$ cat src/rtl/fb_write_arbiter.sv
// Frame-buffer write-port owner: fills the buffer from reset or a clear, then shares the port between PPU pixels and the host.
// Latency: pixel to fb 3 cycles, host to fb 1 cycle. Backpressure: pixels drop on full FIFO (sticky flag); host waits on host_ready.
module sync_fifo #(
    parameter int DEPTH = 4,
    parameter int DW    = 8
) (
    input  logic          clk,
    input  logic          rst_n,
    input  logic          flush,
    input  logic          push_vld,
    input  logic [DW-1:0] push_dat,
    input  logic          pop_rdy,
    output logic          head_vld,
    output logic [DW-1:0] head_dat,
    output logic          full
);
    localparam int          AW      = $clog2(DEPTH);
    localparam logic [AW:0] PTR_ONE = (AW+1)'(1);

    logic [AW:0]   wptr_q, wptr_d, rptr_q, rptr_d;
    logic [DW-1:0] mem_q [DEPTH];
    logic          do_push, do_pop;

    always_comb begin
        head_vld = (wptr_q != rptr_q);
        full     = ((wptr_q ^ rptr_q) == {1'b1, {AW{1'b0}}});
        do_pop   = pop_rdy && head_vld;
        // A pop in the same cycle frees the slot, so a full FIFO can still accept.
        do_push  = push_vld && (!full || do_pop);
        head_dat = mem_q[rptr_q[AW-1:0]];
        wptr_d   = wptr_q;
        rptr_d   = rptr_q;
        if (flush) begin
            wptr_d = '0;
            rptr_d = '0;
        end else begin
            if (do_push) wptr_d = wptr_q + PTR_ONE;
            if (do_pop)  rptr_d = rptr_q + PTR_ONE;
        end
    end

    always_ff @(posedge clk) begin
        if (do_push && !flush) mem_q[wptr_q[AW-1:0]] <= push_dat;
    end

    always_ff @(posedge clk or negedge rst_n) begin
        if (!rst_n) begin
            wptr_q <= '0;
            rptr_q <= '0;
        end else begin
            wptr_q <= wptr_d;
            rptr_q <= rptr_d;
        end
    end
endmodule

module fb_write_arbiter #(
    parameter int          WIDTH         = 240,
    parameter int          HEIGHT        = 160,
    parameter int          FIFO_DEPTH    = 4,
    parameter int          HOST_MAX_WAIT = 16,
    parameter logic [17:0] RESET_COLOR   = 18'h20820
) (
    input  logic        clk,
    input  logic        resetn,
    input  logic        clear_req,
    input  logic [17:0] clear_color,
    output logic        busy,
    input  logic        pix_we,
    input  logic [7:0]  pix_x,
    input  logic [7:0]  pix_y,
    input  logic [17:0] pix_data,
    output logic        pix_overflow,
    input  logic        host_valid,
    input  logic [15:0] host_addr,
    input  logic [17:0] host_data,
    output logic        host_ready,
    output logic        fb_we,
    output logic [15:0] fb_addr,
    output logic [17:0] fb_wdata
);
    localparam logic [15:0]   FB_WORDS  = 16'(WIDTH * HEIGHT);
    localparam logic [15:0]   LAST_ADDR = 16'(WIDTH * HEIGHT - 1);
    localparam logic [15:0]   WIDTH16   = 16'(WIDTH);
    localparam logic [15:0]   HEIGHT16  = 16'(HEIGHT);
    localparam logic [15:0]   ADDR_ONE  = 16'd1;
    localparam int            WW        = $clog2(HOST_MAX_WAIT + 1);
    localparam logic [WW-1:0] WAIT_MAX  = WW'(HOST_MAX_WAIT);
    localparam logic [WW-1:0] WAIT_ONE  = WW'(1);

    typedef enum logic {S_FILL = 1'b0, S_RUN = 1'b1} state_t;

    typedef struct packed {
        logic [15:0] addr;
        logic [17:0] data;
    } fb_wr_t;

    state_t        state_q, state_d;
    logic [15:0]   fill_addr_q, fill_addr_d;
    logic [17:0]   fill_color_q, fill_color_d;
    logic          s1_vld_q, s1_vld_d;
    fb_wr_t        s1_q, s1_d;
    logic          overflow_q, overflow_d;
    logic [WW-1:0] wait_cnt_q, wait_cnt_d;
    logic          fb_we_q, fb_we_d;
    logic [15:0]   fb_addr_q, fb_addr_d;
    logic [17:0]   fb_wdata_q, fb_wdata_d;

    logic          run, grant_ok, forced, host_grant, fifo_pop, pix_in_range;
    logic          fifo_head_vld, fifo_full;
    fb_wr_t        fifo_head;

    sync_fifo #(
        .DEPTH (FIFO_DEPTH),
        .DW    ($bits(fb_wr_t))
    ) u_pix_fifo (
        .clk      (clk),
        .rst_n    (resetn),
        .flush    (clear_req),
        .push_vld (s1_vld_q),
        .push_dat (s1_q),
        .pop_rdy  (fifo_pop),
        .head_vld (fifo_head_vld),
        .head_dat (fifo_head),
        .full     (fifo_full)
    );

    always_comb begin
        run          = (state_q == S_RUN);
        grant_ok     = run && !clear_req;
        // A host that has waited long enough pre-empts the pixel stream for one slot.
        forced       = host_valid && (wait_cnt_q == WAIT_MAX);
        host_grant   = grant_ok && host_valid && (forced || !fifo_head_vld);
        fifo_pop     = grant_ok && !host_grant && fifo_head_vld;
        pix_in_range = ({8'd0, pix_x} < WIDTH16) && ({8'd0, pix_y} < HEIGHT16);

        state_d      = state_q;
        fill_addr_d  = fill_addr_q;
        fill_color_d = fill_color_q;
        s1_vld_d     = grant_ok && pix_we && pix_in_range;
        s1_d.addr    = 16'(pix_y) * WIDTH16 + {8'd0, pix_x};
        s1_d.data    = pix_data;
        overflow_d   = overflow_q || (s1_vld_q && fifo_full && !fifo_pop);
        wait_cnt_d   = (grant_ok && host_valid && !host_grant) ? wait_cnt_q + WAIT_ONE : '0;
        fb_we_d      = 1'b0;
        fb_addr_d    = fb_addr_q;
        fb_wdata_d   = fb_wdata_q;

        if (clear_req) begin
            state_d      = S_FILL;
            fill_addr_d  = '0;
            fill_color_d = clear_color;
            overflow_d   = 1'b0;
        end else if (!run) begin
            fb_we_d     = 1'b1;
            fb_addr_d   = fill_addr_q;
            fb_wdata_d  = fill_color_q;
            fill_addr_d = fill_addr_q + ADDR_ONE;
            if (fill_addr_q == LAST_ADDR) state_d = S_RUN;
        end else if (host_grant) begin
            // Out-of-range host words complete the handshake but never reach the BRAM.
            fb_we_d    = (host_addr < FB_WORDS);
            fb_addr_d  = host_addr;
            fb_wdata_d = host_data;
        end else if (fifo_pop) begin
            fb_we_d    = 1'b1;
            fb_addr_d  = fifo_head.addr;
            fb_wdata_d = fifo_head.data;
        end
    end

    always_ff @(posedge clk or negedge resetn) begin
        if (!resetn) begin
            state_q      <= S_FILL;
            fill_addr_q  <= '0;
            fill_color_q <= RESET_COLOR;
            s1_vld_q     <= 1'b0;
            s1_q         <= '0;
            overflow_q   <= 1'b0;
            wait_cnt_q   <= '0;
            fb_we_q      <= 1'b0;
            fb_addr_q    <= '0;
            fb_wdata_q   <= '0;
        end else begin
            state_q      <= state_d;
            fill_addr_q  <= fill_addr_d;
            fill_color_q <= fill_color_d;
            s1_vld_q     <= s1_vld_d;
            s1_q         <= s1_d;
            overflow_q   <= overflow_d;
            wait_cnt_q   <= wait_cnt_d;
            fb_we_q      <= fb_we_d;
            fb_addr_q    <= fb_addr_d;
            fb_wdata_q   <= fb_wdata_d;
        end
    end

    assign busy         = (state_q == S_FILL);
    assign host_ready   = host_grant;
    assign pix_overflow = overflow_q;
    assign fb_we        = fb_we_q;
    assign fb_addr      = fb_addr_q;
    assign fb_wdata     = fb_wdata_q;
endmodule

$ cat config.mk
export PLATFORM = sky130hd
export DESIGN_NAME = fb_write_arbiter
export DESIGN_NICKNAME = d
export VERILOG_FILES = /design/src/rtl/fb_write_arbiter.sv
export SDC_FILE = /design/constraint.sdc
export NUM_CORES = 1
export LEC_CHECK = 0
export CAP_MARGIN = 20
export CORE_UTILIZATION = 58
export CTS_BUF_LIST = sky130_fd_sc_hd__clkbuf_8
export DETAILED_ROUTE_END_ITERATION = 16
export PLACE_DENSITY = 0.82
export REMOVE_ABC_BUFFERS = 1
export SLEW_MARGIN = 20
export SYNTH_ARGS = -nofsm -noshare
export SYNTH_HDL_FRONTEND = slang
export SYNTH_SLANG_ARGS = --single-unit
$ cat constraint.sdc
create_clock -name clk -period 4.4 [get_ports clk]
set_clock_uncertainty 0.05 [all_clocks]
set_input_delay 1.1 -clock clk [delete_from_list [all_inputs] [get_ports clk]]
set_output_delay 1.1 -clock clk [all_outputs]
set_load 0.005 [all_outputs]
Word-level counts from Yosys, hierarchy flattened
Memories as Yosys holds them, arrays and structs flattened.
Index checks and enable logic that the tools add are counted.
- reduce and logical (&&, ||, !) cells: 26
- muxes and demuxes: 23
- bitwise logic cells: 3
- eq/ne operators: 6
- order comparisons: 3
- $add $sub $neg: 5
- multipliers: 1
- operator list (kind ; count):
    2-to-1 mux 16 bit ; 5
    2-to-1 mux 18 bit ; 3
    adder 16 x 1 -> 16 bit, second input constant ; 1
    adder 16 x 8 -> 16 bit ; 1
    == test 16 bit, second input constant ; 1
    < comparator 16 bit, second input constant ; 1
    < comparator 8 bit, second input constant ; 2
    logical AND 1 bit ; 15
    multiplier 8 x 4 -> 12 bit, second input constant ; 1
    2-to-1 mux 3 bit ; 4
    2-to-1 mux 1 bit ; 10
    adder 3 x 1 -> 3 bit, second input constant ; 2
    adder 5 x 1 -> 5 bit, second input constant ; 1
    == test 5 bit, second input constant ; 1
    logical NOT 1 bit ; 5
    2-to-1 mux 5 bit ; 1
    nonzero test 2 bit ; 2
    == test 3 bit, second input constant ; 1
    logical OR 1 bit ; 3
    inequality test 3 x 2 -> 1 bit, second input constant ; 1
    inequality test 3 bit ; 1
    bitwise XOR 3 bit ; 1
    inequality test 2 bit, second input constant ; 1
    inverter 1 bit ; 2
    AND reduction 2 bit ; 1
- input port bits: 91
- flip-flop bits (word level): 117
- memories kept: 1
- memory bits (writable): 136
- word-level logic and storage cells: 81
- output and inout bits: 38
- memory list (name ; depth ; bits a word ; rd ports ; clocked after memory_dff ; write ports ; line ; source):
    u_pix_fifo.mem_q ; 4 ; 34 ; 1 ; 0 ; 1 ; 21 ; logic [DW-1:0] mem_q [DEPTH];

Depth between registers and ports, before layout
- word-level depth: 13
- depth in mapped cells: 12
- depth with buffers taken out: 12

By module
A second synthesis with hierarchy kept.
- cells, all modules: 772
- area, all modules: 11165.7 um^2
- modules (own cells, without submodules) (module ; area each (um^2) ; cells an instance ; seq. area each (um^2) ; instances):
    fb_write_arbiter ; 5667.9 ; 540 ; 2781.4 ; 1
    sync_fifo ; 5497.8 ; 232 ; 4234.1 ; 1

Worst setup path after synthesis
Ideal clock, no wire load.
- kind: in2reg
- start point: input clear_req
- end point: memory u_pix_fifo.mem_q[3][0] (netlist bit), enable pin
- setup slack: -186 ps
- data arrival time: 4068 ps
- required time: 3883 ps
- setup time: 467 ps
- stages on the path: 4
- buffers on the path: 0
- cells stage by stage: and2b_1 a21boi_0 o21ai_1 nor3_1
- word-level cells in the longest chain between the ends: 13
- RTL lines (what ; line ; source):
    start, declared ; 66 ; input logic clear_req,
    logical NOT 1 bit (*) ; 43, 130 ;
    logical AND 1 bit ; 130 ; grant_ok = run && !clear_req;
    logical AND 1 bit (2 in a row) ; 133 ; host_grant = grant_ok && host_valid && (forced || !fifo_head_vld);
    logical NOT 1 bit ; 134 ; fifo_pop = grant_ok && !host_grant && fifo_head_vld;
    logical AND 1 bit (2 in a row) ; 134 ;
    logical AND 1 bit ; 27 ; do_pop = pop_rdy && head_vld;
    logical OR 1 bit ; 29 ; do_push = push_vld && (!full || do_pop);
    logical AND 1 bit ; 29 ;
    logical AND 1 bit (*) ; 43 ; if (do_push && !flush) mem_q[wptr_q[AW-1:0]] <= push_dat;
    2-to-1 mux 1 bit (*) ; 43 ;
    2-to-1 mux 1 bit (not written as such) (*) ; 43 ;
    end, declared ; 21 ;
Mark *: on every way between the ends. The rest lies on a longest branch, timed or not.

==> out/results.ini <==
[power]
p_clk_share_pct=37.2
seq_power_share_pct=49.1
p_sw_mw=1.33
vdd_drop_max_uv=214
p_per_area_nw_per_um2=413
swShare_pct=23.7
p_comb_share_pct=13.7
p_int_mw=4.27
leakage_nw=5.32
total_power_mw=5.59

[final_layout]
layout-drive-gt1-share_pct=18.5
fillers=1068
regArea_um2=7020
nets=1043
multi_input_area_um2=3680
area_growth_pct=23.6

[sta]
fin_crit_sh_pct=93.8
finalWorstSetupSlack_ns=0.274
setup_viol=0
worstMarginPinSlew_ns=0.970
post-route-min-period_ns=4.13
fmax_mhz=242
rsz0062_at_grt=false
relSlewSlack_pct=35.3
finalHoldViolations=0
final_max_slew_viol_count=0

[setup_path]
crit_path_end_kind=register
cp.required_ns=4.81
crit_path_max_fanout=3
crit_arrival_ns=4.53
critPathKind=input port to register
critPathLaunchType=input port

[grt]
grtUsageTotal_pct=25.3
antenna_found_initial=1
grt_max_degree=73
grt_pass1_wl_mm=37.9
grt_overflow=0
grt_pass1_vias=7398

[die]
ios=129
initial_core_util_pct=60.0
die_w_um=140
core_um2=18300
dieHeight_um=140
rows=49
die-area_um2=19500

[clock_tree]
h-tree-depth=2
numCtsBuffers=40
clk_latency_ns=0.53
ctsHoldBuffers=0
postCtsSetupBuffers=0
cts.repair.resized=0
root_buffer=clkbuf_8
cts.sinks=253
cts_tree=built
clkTransAtPathRegs_ns=0.06
max-clock-path-buffers=3

[logic_synthesis]
synth.top_cells.by_area=edfxtp_1 37%, dfrtp_1 26%, mux4_2 7.0%
synth_top_cell_by_area=edfxtp_1
synth.mux.area_fraction_pct=10.7
synth_seq_cells=253
ys_async_sr_fraction_pct=46.2
synth_xor_xnor_area_share_pct=3.19
yosys_most_used_dff=edfxtp_1
yosys.area.top_type_share_pct=37.2
synth_cell_type_count=61
syn_avg_cell_area_um2=14.9
synth_top_family_by_area=multiplexers
synthAdderAreaFrac_pct=5.63
ys_seq_area_share_pct=63.9
syn_inst=734
yosys.area_share.simple_pct=5.85
synth-edff-count=136
yosysWarnings=0
synth-compound-area-share_pct=8.02
netlist_area_um2=11000

[place]
dp_slack_ns=-0.279
hpwl_mm=15.3
port_buffers=128
routabilityCongestion=0.840

[routing]
drt_iter0_drc=468
viasPerCell=5.82
drt_pass1_iterations=5
drt-wirelength-per-cell_um=19.9
vias=6824
ant_nets=0
drt_wl_total_mm=23.4
drc=0

[hold_path]
hold_class=register to register

[run]
cap_violations=0

[run_status]
status=complete, no violations

## cells in the final DEF (no fill, tap or decap), types with 5 or more instances in the layout
master	n
clkdlybuf4s50_1	126
xor2_1	22
a22o_1	8
a21oi_1	38
fa_1	14
ha_1	27
nor2b_1	12
o21ai_0	38
mux2_2	18
a221oi_1	8
edfxtp_1	136
clkbuf_8	46
clkinv_1	6
nand2_1	33
mux4_2	34
a21o_1	20
and3_1	5
clkinv_2	6
nand3_1	15
inv_1	44
xnor2_1	18
buf_4	40
nor2_1	32
mux2i_1	20
dfrtp_1	111
## path summary, 6_finish.rpt
path,start,to,slack [ns],depth (start not counted)
max,pix_y[0],s1_q[31],0.27,13
min,fb_wdata[6],fb_wdata[6],0.43,1
max reg2reg,u_pix_fifo.wptr_q[1],fb_addr[3],1.53,7
min reg2reg,fb_wdata[6],fb_wdata[6],0.43,1
max in group asynchronous,resetn,u_pix_fifo.rptr_q[0],2.84,2
min in group asynchronous,resetn,fb_wdata[15],0.66,1
## sequential cells by signal, indices dropped and copies added, names as in the netlist, 3 cells and up
| signal | flops |
|---|---|
| fill_color_q | 18 |
| fb_addr | 16 |
| u_pix_fifo.mem_q | 136 |
| wait_cnt_q | 5 |
| u_pix_fifo.rptr_q | 3 |
| s1_q | 34 |
| fb_wdata | 18 |
| fill_addr_q | 16 |
| u_pix_fifo.wptr_q | 3 |
## synthesized netlist by cell type (3+ instances only)
library cell  count
nor2_1           32
nand3_1          15
dfstp_2           3
a22o_1            8
clkbuf_1         13
o21ai_0          38
nor2b_1          12
and3_1            5
mux4_2           34
a21oi_1          39
edfxtp_1        136
nand2_1          33
buf_2            10
mux2i_1          20
a221oi_1          8
xnor2_1          18
nand4b_1          3
nand3b_1          3
buf_4             4
fa_1             14
and2_1            3
xor2_1           22
dfrtp_1         114
inv_1            34
a21o_1           20
mux2_2           18
ha_1             27
o21ai_1           3
## power by group through the flow
stage	registers (mW)	clock network (mW)	logic, mW
CTS	2.74	2.12	0.770
global placement	2.77	0	0.727
finish	2.75	2.08	0.767
global route	2.76	2.23	0.847
floorplan	2.76	0	0.397
detailed placement	2.79	0	0.768
## metrics by stage
| step | hold slack [ns] | util [%] | setup TNS, ns | instance area (um2) | cells |
|---|---|---|---|---|---|
| 3_3_place_gp | 0.408 | 69.5 | -0.540 | 12700 | 1098 |
| 5_1_grt | 0.440 | 74.2 | 0 | 13600 | 1173 |
| 6_report | 0.426 | 74.2 | 0 | 13600 | 1173 |
| 3_5_place_dp | 0.416 | 69.5 | -1.03 | 12700 | 1098 |
| 2_1_floorplan | 0.405 | - | -32.52 | 10800 | 701 |
| 4_1_cts | 0.429 | 74.2 | 0 | 13600 | 1172 |
## final cells by class
class | count | area share (%)
diodes | 1 | 0.0185
clock buffers | 46 | 4.67
clock inverters | 28 | 1.66
inverters | 34 | 0.941
multi-input cells | 414 | 27.1
flip-flops and latches | 253 | 51.8
well taps | 229 | 2.11
repair buffers | 168 | 11.7
## cell families (layout without fill, tap and decap cells)
logic type,count (synthesis),count (layout)
DFF,253,253
and+or+nand+nor,125,125
adders and majority gates,41,41
other,0,1
buffers and inverters,67,276
AOI/OAI and AO/OA,136,136
muxes,72,72
xor gates and xnor gates,40,40
## worst max-delay path: stages
cell	delay, ns
clkdlybuf4s50_1	0.45
fa_1	0.54
fa_1	0.52
inv_1	0.05
fa_1	0.47
inv_1	0.04
ha_1	0.31
nand2_1	0.05
o21ai_0	0.14
nand2_1	0.11
or3_4	0.42
nor3_2	0.18
xor2_1	0.15
## metal layers
metal / wire length, um / GRT usage (%) / vias to the layer above / share of wire [%]
met5: 0 / 0 / - / 0
met4: 614 / 9.43 / 0 / 2.6
met3: 1450 / 4.23 / 52 / 6.2
met2: 12400 / 45.8 / 256 / 53
met1: 8900 / 30.5 / 3436 / 38
li1: - / - / 3080 / -
No activity file was read; power rests on OpenSTA's default activity.
